[src/rtl/mem_arbiter.sv]
// Arbitrates one single-port memory between instruction fetch and data access.
// Optional ARB_ROUND_ROBIN_EN: ties in IDLE alternate instead of favouring data.
module mem_arbiter #(
  parameter int ADDR_WIDTH  = 32,
  parameter int DATA_WIDTH  = 32,
  parameter int MEM_LATENCY = 2
) (
  input  logic                  clock,
  input  logic                  reset,
  input  logic                  if_req,
  input  logic [ADDR_WIDTH-1:0] if_addr,
  output logic [DATA_WIDTH-1:0] if_rdata,
  output logic                  if_ack,
  output logic                  if_stall,
  input  logic                  dm_req,
  input  logic                  dm_we,
  input  logic [ADDR_WIDTH-1:0] dm_addr,
  input  logic [DATA_WIDTH-1:0] dm_wdata,
  output logic [DATA_WIDTH-1:0] dm_rdata,
  output logic                  dm_ack,
  output logic                  dm_stall,
  output logic                  mem_en,
  output logic                  mem_we,
  output logic [ADDR_WIDTH-1:0] mem_addr,
  output logic [DATA_WIDTH-1:0] mem_wdata,
  input  logic [DATA_WIDTH-1:0] mem_rdata
);

  // state   | meaning
  // IDLE    | no access in flight, arbitrate eligible requests
  // BUSY_IF | fetch read in flight, counting latency
  // BUSY_DM | data read/write in flight, counting latency
  typedef enum logic [1:0] {
    IDLE    = 2'd0,
    BUSY_IF = 2'd1,
    BUSY_DM = 2'd2
  } state_t;

  localparam logic [3:0] LAT = 4'(MEM_LATENCY);

  state_t                state_q, state_d;
  logic [3:0]            cnt_q, cnt_d;
  logic                  wr_q, wr_d;
  logic                  if_ack_d, dm_ack_d;
  logic                  mem_en_d, mem_we_d;
  logic [ADDR_WIDTH-1:0] mem_addr_d;
  logic [DATA_WIDTH-1:0] mem_wdata_d;
  logic [DATA_WIDTH-1:0] if_rdata_d, dm_rdata_d;
  logic                  if_elig, dm_elig;
  logic                  grant_if, grant_dm;

  // A request seen during its own ack cycle has already been served.
  assign if_elig = if_req & ~if_ack;
  assign dm_elig = dm_req & ~dm_ack;

`ifdef ARB_ROUND_ROBIN_EN
  logic last_dm_q, last_dm_d;

  assign grant_dm = dm_elig & (~if_elig | ~last_dm_q);

  always_comb begin
    last_dm_d = last_dm_q;
    if (state_q == IDLE && (if_elig || dm_elig)) begin
      last_dm_d = grant_dm;
    end
  end

  always_ff @(posedge clock or negedge reset) begin
    if (!reset) begin
      last_dm_q <= 1'b0;
    end else begin
      last_dm_q <= last_dm_d;
    end
  end
`else
  assign grant_dm = dm_elig;
`endif

  assign grant_if = if_elig & ~grant_dm;

  assign if_stall = if_req & ~if_ack;
  assign dm_stall = dm_req & ~dm_ack;

  always_comb begin
    state_d     = state_q;
    cnt_d       = cnt_q;
    wr_d        = wr_q;
    if_ack_d    = 1'b0;
    dm_ack_d    = 1'b0;
    mem_en_d    = 1'b0;
    mem_we_d    = 1'b0;
    mem_addr_d  = mem_addr;
    mem_wdata_d = mem_wdata;
    if_rdata_d  = if_rdata;
    dm_rdata_d  = dm_rdata;

    case (state_q)
      IDLE: begin
        if (grant_dm) begin
          state_d     = BUSY_DM;
          cnt_d       = LAT;
          wr_d        = dm_we;
          mem_en_d    = 1'b1;
          mem_we_d    = dm_we;
          mem_addr_d  = dm_addr;
          mem_wdata_d = dm_wdata;
        end else if (grant_if) begin
          state_d    = BUSY_IF;
          cnt_d      = LAT;
          wr_d       = 1'b0;
          mem_en_d   = 1'b1;
          mem_addr_d = if_addr;
        end
      end

      BUSY_IF: begin
        cnt_d = cnt_q - 4'd1;
        if (cnt_q <= 4'd1) begin
          cnt_d      = 4'd0;
          if_rdata_d = mem_rdata;
          if_ack_d   = 1'b1;
          state_d    = IDLE;
        end
      end

      BUSY_DM: begin
        cnt_d = cnt_q - 4'd1;
        if (cnt_q <= 4'd1) begin
          cnt_d    = 4'd0;
          dm_ack_d = 1'b1;
          state_d  = IDLE;
          if (!wr_q) begin
            dm_rdata_d = mem_rdata;
          end
        end
      end

      default: begin
        state_d = IDLE;
        cnt_d   = 4'd0;
      end
    endcase
  end

  always_ff @(posedge clock or negedge reset) begin
    if (!reset) begin
      state_q   <= IDLE;
      cnt_q     <= 4'd0;
      wr_q      <= 1'b0;
      if_ack    <= 1'b0;
      dm_ack    <= 1'b0;
      mem_en    <= 1'b0;
      mem_we    <= 1'b0;
      mem_addr  <= '0;
      mem_wdata <= '0;
      if_rdata  <= '0;
      dm_rdata  <= '0;
    end else begin
      state_q   <= state_d;
      cnt_q     <= cnt_d;
      wr_q      <= wr_d;
      if_ack    <= if_ack_d;
      dm_ack    <= dm_ack_d;
      mem_en    <= mem_en_d;
      mem_we    <= mem_we_d;
      mem_addr  <= mem_addr_d;
      mem_wdata <= mem_wdata_d;
      if_rdata  <= if_rdata_d;
      dm_rdata  <= dm_rdata_d;
    end
  end

endmodule

[config.mk]
export PLATFORM = sky130hd
export DESIGN_NAME = mem_arbiter
export DESIGN_NICKNAME = d
export VERILOG_FILES = /design/src/rtl/mem_arbiter.sv
export SDC_FILE = /design/constraint.sdc
export NUM_CORES = 1
export LEC_CHECK = 0
export CAP_MARGIN = 5
export CORE_MARGIN = 10
export CORE_UTILIZATION = 35
export DETAILED_ROUTE_END_ITERATION = 6
export GPL_ROUTABILITY_DRIVEN = 0
export PLACE_DENSITY = 0.7
export SLEW_MARGIN = 0
export SYNTH_ARGS = -nofsm -noshare
export SYNTH_HDL_FRONTEND = slang
export SYNTH_SLANG_ARGS = --single-unit
[constraint.sdc]
create_clock -name clock -period 2.15 [get_ports clock]
set_clock_uncertainty 0.05 [all_clocks]
set_input_delay 0.43 -clock clock [delete_from_list [all_inputs] [get_ports clock]]
set_output_delay 0.43 -clock clock [all_outputs]
set_load 0.1 [all_outputs]
After elaboration in Yosys (flattened, before gate mapping)
Index checks and enable logic that the tools add are counted.
{ "classes": {"addsub": 1, "magnitude_cmp": 1, "n_eq_ne": 4, "mux": 20, "bitwise": 7, "reduce_logical": 8} }
{ "op_table": {"columns": ["op", "n"], "rows": [
  ["$mux 32", 2],
  ["$mux 4", 3],
  ["$mux 1", 10],
  ["$pmux 4 s2", 1],
  ["$reduce_and 2->1", 4],
  ["$mux 2", 3],
  ["$le 4x1->1 const B", 1],
  ["$not 1->1", 4],
  ["$pmux 2 s2", 1],
  ["$sub 4x1->4 const B", 1],
  ["$and 1x1->1", 3],
  ["$ne 3x3->1 const B", 1],
  ["$reduce_and 3->1", 1],
  ["$eq 2x1->1 const B", 1],
  ["$eq 2x2->1 const B", 1],
  ["$logic_not 2->1", 1],
  ["$ne 2x1->1 const B", 1],
  ["$reduce_bool 2->1", 1],
  ["$reduce_or 2->1", 1]
]} }
{ "totals": {"regBits": 139, "inputBits": 133, "wordCells": 52} }

Depth between registers and ports, before layout
{ "depth": {"ltp_word": 7, "ltp_mapped": 8, "ltp_nobuf": 6} }

Worst setup path before layout
No wires, ideal clock.
{ "synth_path": {"path_kind": "register -> register", "from": "register if_ack", "to": "register cnt_q[2]", "setup_time_ns": 0.078, "arrival_ns": 3.173, "setup_slack_ns": -1.151, "stages_incl_launch_ff": 5, "path_buffers": 0, "period_less_slack_ns": 3.301, "cell_sequence": "dfrtp_1 -> nor2b_1 -> nand3b_2 -> or3b_1 -> o2bb2ai_1"} }
{ "synth_via": {"elab_chain_len": 4} }
{ "synth_rtl": {"columns": ["element", "line", "rtl"], "rows": [
  ["start: declaration", "13", "output logic if_ack,"],
  ["start signal: assignment", "162", "if_ack <= if_ack_d;"],
  ["$not 1->1", null, null],
  ["$and 1x1->1", null, null],
  ["named net if_stall", "14", "output logic if_stall,"],
  ["$and 1x1->1", "79", "assign grant_if = if_elig & ~grant_dm;"],
  ["$ne 3x3->1 (no source line)", null, null],
  ["end signal: assignment", "160", "cnt_q <= cnt_d;"],
  ["end: declaration", "42", "logic [3:0] cnt_q, cnt_d;"]
]} }
The timed path passes the listed nets, and every way through them passes these cells.
A chain may end at the register's enable or synchronous reset.

Worst setup path after layout
{ "layout_path": {"from": "register cnt_q[0]", "to": "register dm_rdata[14]"} }
{ "layout_via": {"elab_chain_len": 2} }
{ "layout_rtl": {"columns": ["element", "line", "rtl"], "rows": [
  ["$le 4x1->1", "128", "if (cnt_q <= 4'd1) begin"],
  ["$reduce_and 3->1 (no source line)", null, null],
  ["end signal: assignment", "169", "dm_rdata <= dm_rdata_d;"],
  ["end: declaration", "19", "output logic [DATA_WIDTH-1:0] dm_rdata,"]
]} }
Every way passes these cells.

==> impl_summary.md <==
Timing
The maximum clock frequency is 510 MHz. Setup repair after global routing left no endpoint under its margin. The final worst setup slack is 0.189 ns.

The count of endpoints failing hold in the final timing report was 0. The part of the cycle the worst path needs is 91.2%. The actual slew at the worst max-slew pin is 0.575 ns. Setup violations remaining at the end of the flow were counted as 0. Summed over all failing endpoints, the final setup total negative slack is 0 ns. The worst path needs 1.96 ns of the cycle, external delays included. The count of pins over their slew limit came to 0.

Measured against its own limit, the worst slew margin works out to 61.4%.

Setup path
In this run the worst path has a maximum fanout of 32. The worst setup path is launched from a flop. The critical path is of the flop to flop type. The worst register-to-register path has a setup slack of 0.19 ns. STA classifies the critical path endpoint as a flop. For the worst setup path, the data arrival time is 2.21 ns. Data on the critical path is required at its endpoint by 2.39 ns.

Yosys
The share of synthesized cell area in full adder, half adder and majority cells is 1.31%. The dominant combinational cell family by area after synthesis is multiplexers. The mapped cell area is 5750 sq um. Yosys mapped the design onto 32 distinct sky130hd cell types. The XOR/XNOR share of the synthesized area is 0%. Summing the areas of all and, or, nand and nor instances in the mapped netlist gives 4.14% of the synthesized area.

After synthesis the netlist holds a flip-flop and latch count of 139. Summing the areas of all compound-gate instances in the mapped netlist gives 4.40% of the synthesized area. The number of nets in the synthesized netlist is 533. After synthesis, the mean cell area works out to 14.6 sq um. The share of the Yosys chip area taken by registers is 60.5%. The Yosys step of the flow raised 0 warnings. The portion of synthesized area spent on multiplexers is 26.5%.

The cell count after synthesis is 394.

Clock tree
The tree built by TritonCTS fans out to 139 sinks. The post-CTS clock slew at the launch and capture registers of the worst setup and hold paths is 0.06 ns. The master cell of the clock root buffer is sky130_fd_sc_hd__clkbuf_16. The clock buffer count from CTS is 17. The clock latency on the worst-skew pair is 0.41 ns.

The deepest level of the CTS H-tree is 4. The number of buffers inserted to repair setup after CTS is 0. The clock tree buffer depth is 2. TritonCTS built the clock tree.

GRT
For this run, the total global-route usage over all layers was measured as 14.9%. The largest net degree at the start of global routing is 67. Global routing finished with a remaining overflow of 0. The initial antenna violation count was 0. The via count of the first global-routing pass is 4656. The first global-routing pass estimated 25700 um of wire.

Final layout
Of the cells placed in the final design, the portion with a size suffix greater than 1 is 41.3%. Leaving out fill and tap cells, the most frequent cells in the layout are sky130_fd_sc_hd__buf_4, sky130_fd_sc_hd__dfrtp_1, sky130_fd_sc_hd__clkdlybuf4s50_1, sky130_fd_sc_hd__mux2_2, sky130_fd_sc_hd__nand2_1. The net count of the finished layout is 811.

The library cell used most frequently in the layout, excluding fill and tap cells, is sky130_fd_sc_hd__buf_4. The antenna diode count is 0. The area growth from synthesis to layout is 56.9%.

Min path
The class of the worst hold path is primary input to async pin.

Routing
For this run, design rule violations remaining after detail routing come to 0. The number of design-rule violations left by the first detailed-router iteration is 93. The total iterations of the first detailed-routing run is 4. The post-detailed-route via-to-cell ratio is 4.58. Wires add up to 16600 um. The count of nets left with antenna violations once routing finished came out at 0. The routed length per instance is 18.4 um.

The total via count after detailed routing is 4124.

Floorplan
The die area is 21900 sq um. The die width is 148 um. In this run the count of I/O pins placed on the die edge is 267. The floorplan core area is 16000 sq um. The number of standard-cell rows in the floorplan is 46.

The chip height is 148 um. For this configuration, the core starts out at a cell density of 35.9%.

Run
Max-cap violations in this run came to 0.

Status
The flow ran to the end, and the final reports show no timing, DRC or antenna violations.

Placed design
The pre-CTS setup slack is 0.169 ns. The number of buffer cells added on primary ports is 266. The sum of net half-perimeters after detailed placement is 13000 um.
cells by family after synthesis:
family,count (synthesis)
flip-flops,139
multiplexers,129
adder cells (fa/ha/maj),6
buffers and inverters,27
AO/OA/AOI/OAI,44
AND/OR/NAND/NOR,49
metal layers:
metal  vias to the layer above  share of wire [%]  track usage (%)
met2                       148                 53             26.4
met3                        19                8.2             6.74
li1                       1938                  -                -
met1                      2019                 37             15.5
met5                         -                  0                0
met4                         0                1.8             4.76
area by class of cell:
| cell class | instances | area (sq um) |
|---|---|---|
| inverters | 7 | 28.8 |
| fillers | 1321 | 6980 |
| flip-flops and latches | 139 | 3480 |
| clock buffers | 18 | 429 |
| well taps | 216 | 270 |
| clock inverters | 14 | 168 |
| repair buffers | 279 | 2530 |
| multi-input cells | 228 | 2110 |
cells in the mapped netlist:
| master | n | area share (%) |
|---|---|---|
| sky130_fd_sc_hd__nand3b_2 | 2 | 0.39 |
| sky130_fd_sc_hd__o31ai_1 | 2 | 0.26 |
| sky130_fd_sc_hd__buf_2 | 5 | 0.44 |
| sky130_fd_sc_hd__mux2_4 | 30 | 7.8 |
| sky130_fd_sc_hd__o221a_2 | 1 | 0.20 |
| sky130_fd_sc_hd__a21oi_1 | 3 | 0.26 |
| sky130_fd_sc_hd__and2_1 | 1 | 0.11 |
| sky130_fd_sc_hd__nor2_1 | 2 | 0.13 |
| sky130_fd_sc_hd__nor3_1 | 1 | 0.087 |
| sky130_fd_sc_hd__nor2b_1 | 1 | 0.11 |
| sky130_fd_sc_hd__nand2_1 | 34 | 2.2 |
| sky130_fd_sc_hd__a31o_2 | 1 | 0.15 |
| sky130_fd_sc_hd__or3b_1 | 1 | 0.15 |
| sky130_fd_sc_hd__inv_2 | 1 | 0.065 |
| sky130_fd_sc_hd__o21ai_1 | 1 | 0.087 |
| sky130_fd_sc_hd__buf_6 | 6 | 1.2 |
| sky130_fd_sc_hd__dfrtp_1 | 139 | 61 |
| sky130_fd_sc_hd__mux2_1 | 5 | 0.98 |
| sky130_fd_sc_hd__nand2b_1 | 3 | 0.33 |
| sky130_fd_sc_hd__and3_1 | 1 | 0.11 |
| sky130_fd_sc_hd__buf_4 | 7 | 0.91 |
| sky130_fd_sc_hd__nand2_2 | 2 | 0.22 |
| sky130_fd_sc_hd__a21o_1 | 1 | 0.13 |
| sky130_fd_sc_hd__mux2i_1 | 33 | 5.7 |
| sky130_fd_sc_hd__nor3_4 | 1 | 0.28 |
| sky130_fd_sc_hd__o21ai_0 | 32 | 2.8 |
| sky130_fd_sc_hd__o31ai_2 | 1 | 0.22 |
| sky130_fd_sc_hd__inv_1 | 6 | 0.39 |
| sky130_fd_sc_hd__ha_1 | 6 | 1.3 |
| sky130_fd_sc_hd__mux2_2 | 61 | 12 |
| sky130_fd_sc_hd__o2bb2ai_1 | 2 | 0.30 |
| sky130_fd_sc_hd__clkbuf_1 | 2 | 0.13 |
metrics by stage:
| step | hold WS [ns] | util [%] | area, sq um | std cells |
|---|---|---|---|---|
| finish | 0.388 | 56.3 | 9020 | 901 |
| global route | 0.381 | 56.3 | 9020 | 901 |
| CTS | 0.364 | 56.3 | 9020 | 901 |
| detailed placement | 0.242 | 52.6 | 8410 | 868 |
| global placement | 0.239 | 52.6 | 8410 | 868 |
| floorplan | 0.0844 | - | 5760 | 394 |
worst max-delay path: stages (launching register included):
cell                       delay, ns
sky130_fd_sc_hd__dfrtp_1        0.37
sky130_fd_sc_hd__inv_1          0.07
sky130_fd_sc_hd__ha_1           0.23
sky130_fd_sc_hd__nor2_1         0.27
sky130_fd_sc_hd__nor3_4         0.07
sky130_fd_sc_hd__nand3b_2       0.12
sky130_fd_sc_hd__buf_12         0.26
sky130_fd_sc_hd__mux2_2         0.37
sequential cells by signal, indices dropped and copies added (netlist names):
signal	flops
wr_q	1
mem_addr	32
cnt_q	4
state_q	2
if_rdata	32
dm_ack	1
mem_we	1
mem_en	1
mem_wdata	32
dm_rdata	32
if_ack	1
worst paths after layout:
check | startpoint | endpoint | depth (start not counted)
setup / recovery | cnt_q[0] | dm_rdata[14] | 7
hold / removal | reset | mem_wdata[6] | 2
setup reg to reg | cnt_q[0] | dm_rdata[14] | 7
hold reg to reg | mem_addr[19] | mem_addr[19] | 2
max in group asynchronous | reset | dm_rdata[28] | 3
min in group clock | mem_addr[19] | mem_addr[19] | 2
what timing repair did:
item | 4_1_cts | 5_1_grt
resized for setup | 0 | 0
hold buffers | 1 | 0
endpoints found under the hold margin | 17 | 0
Power is left out: the tool's default activity adds up to more than one toggle a clock period on the data nets, which glitch-free logic cannot reach.
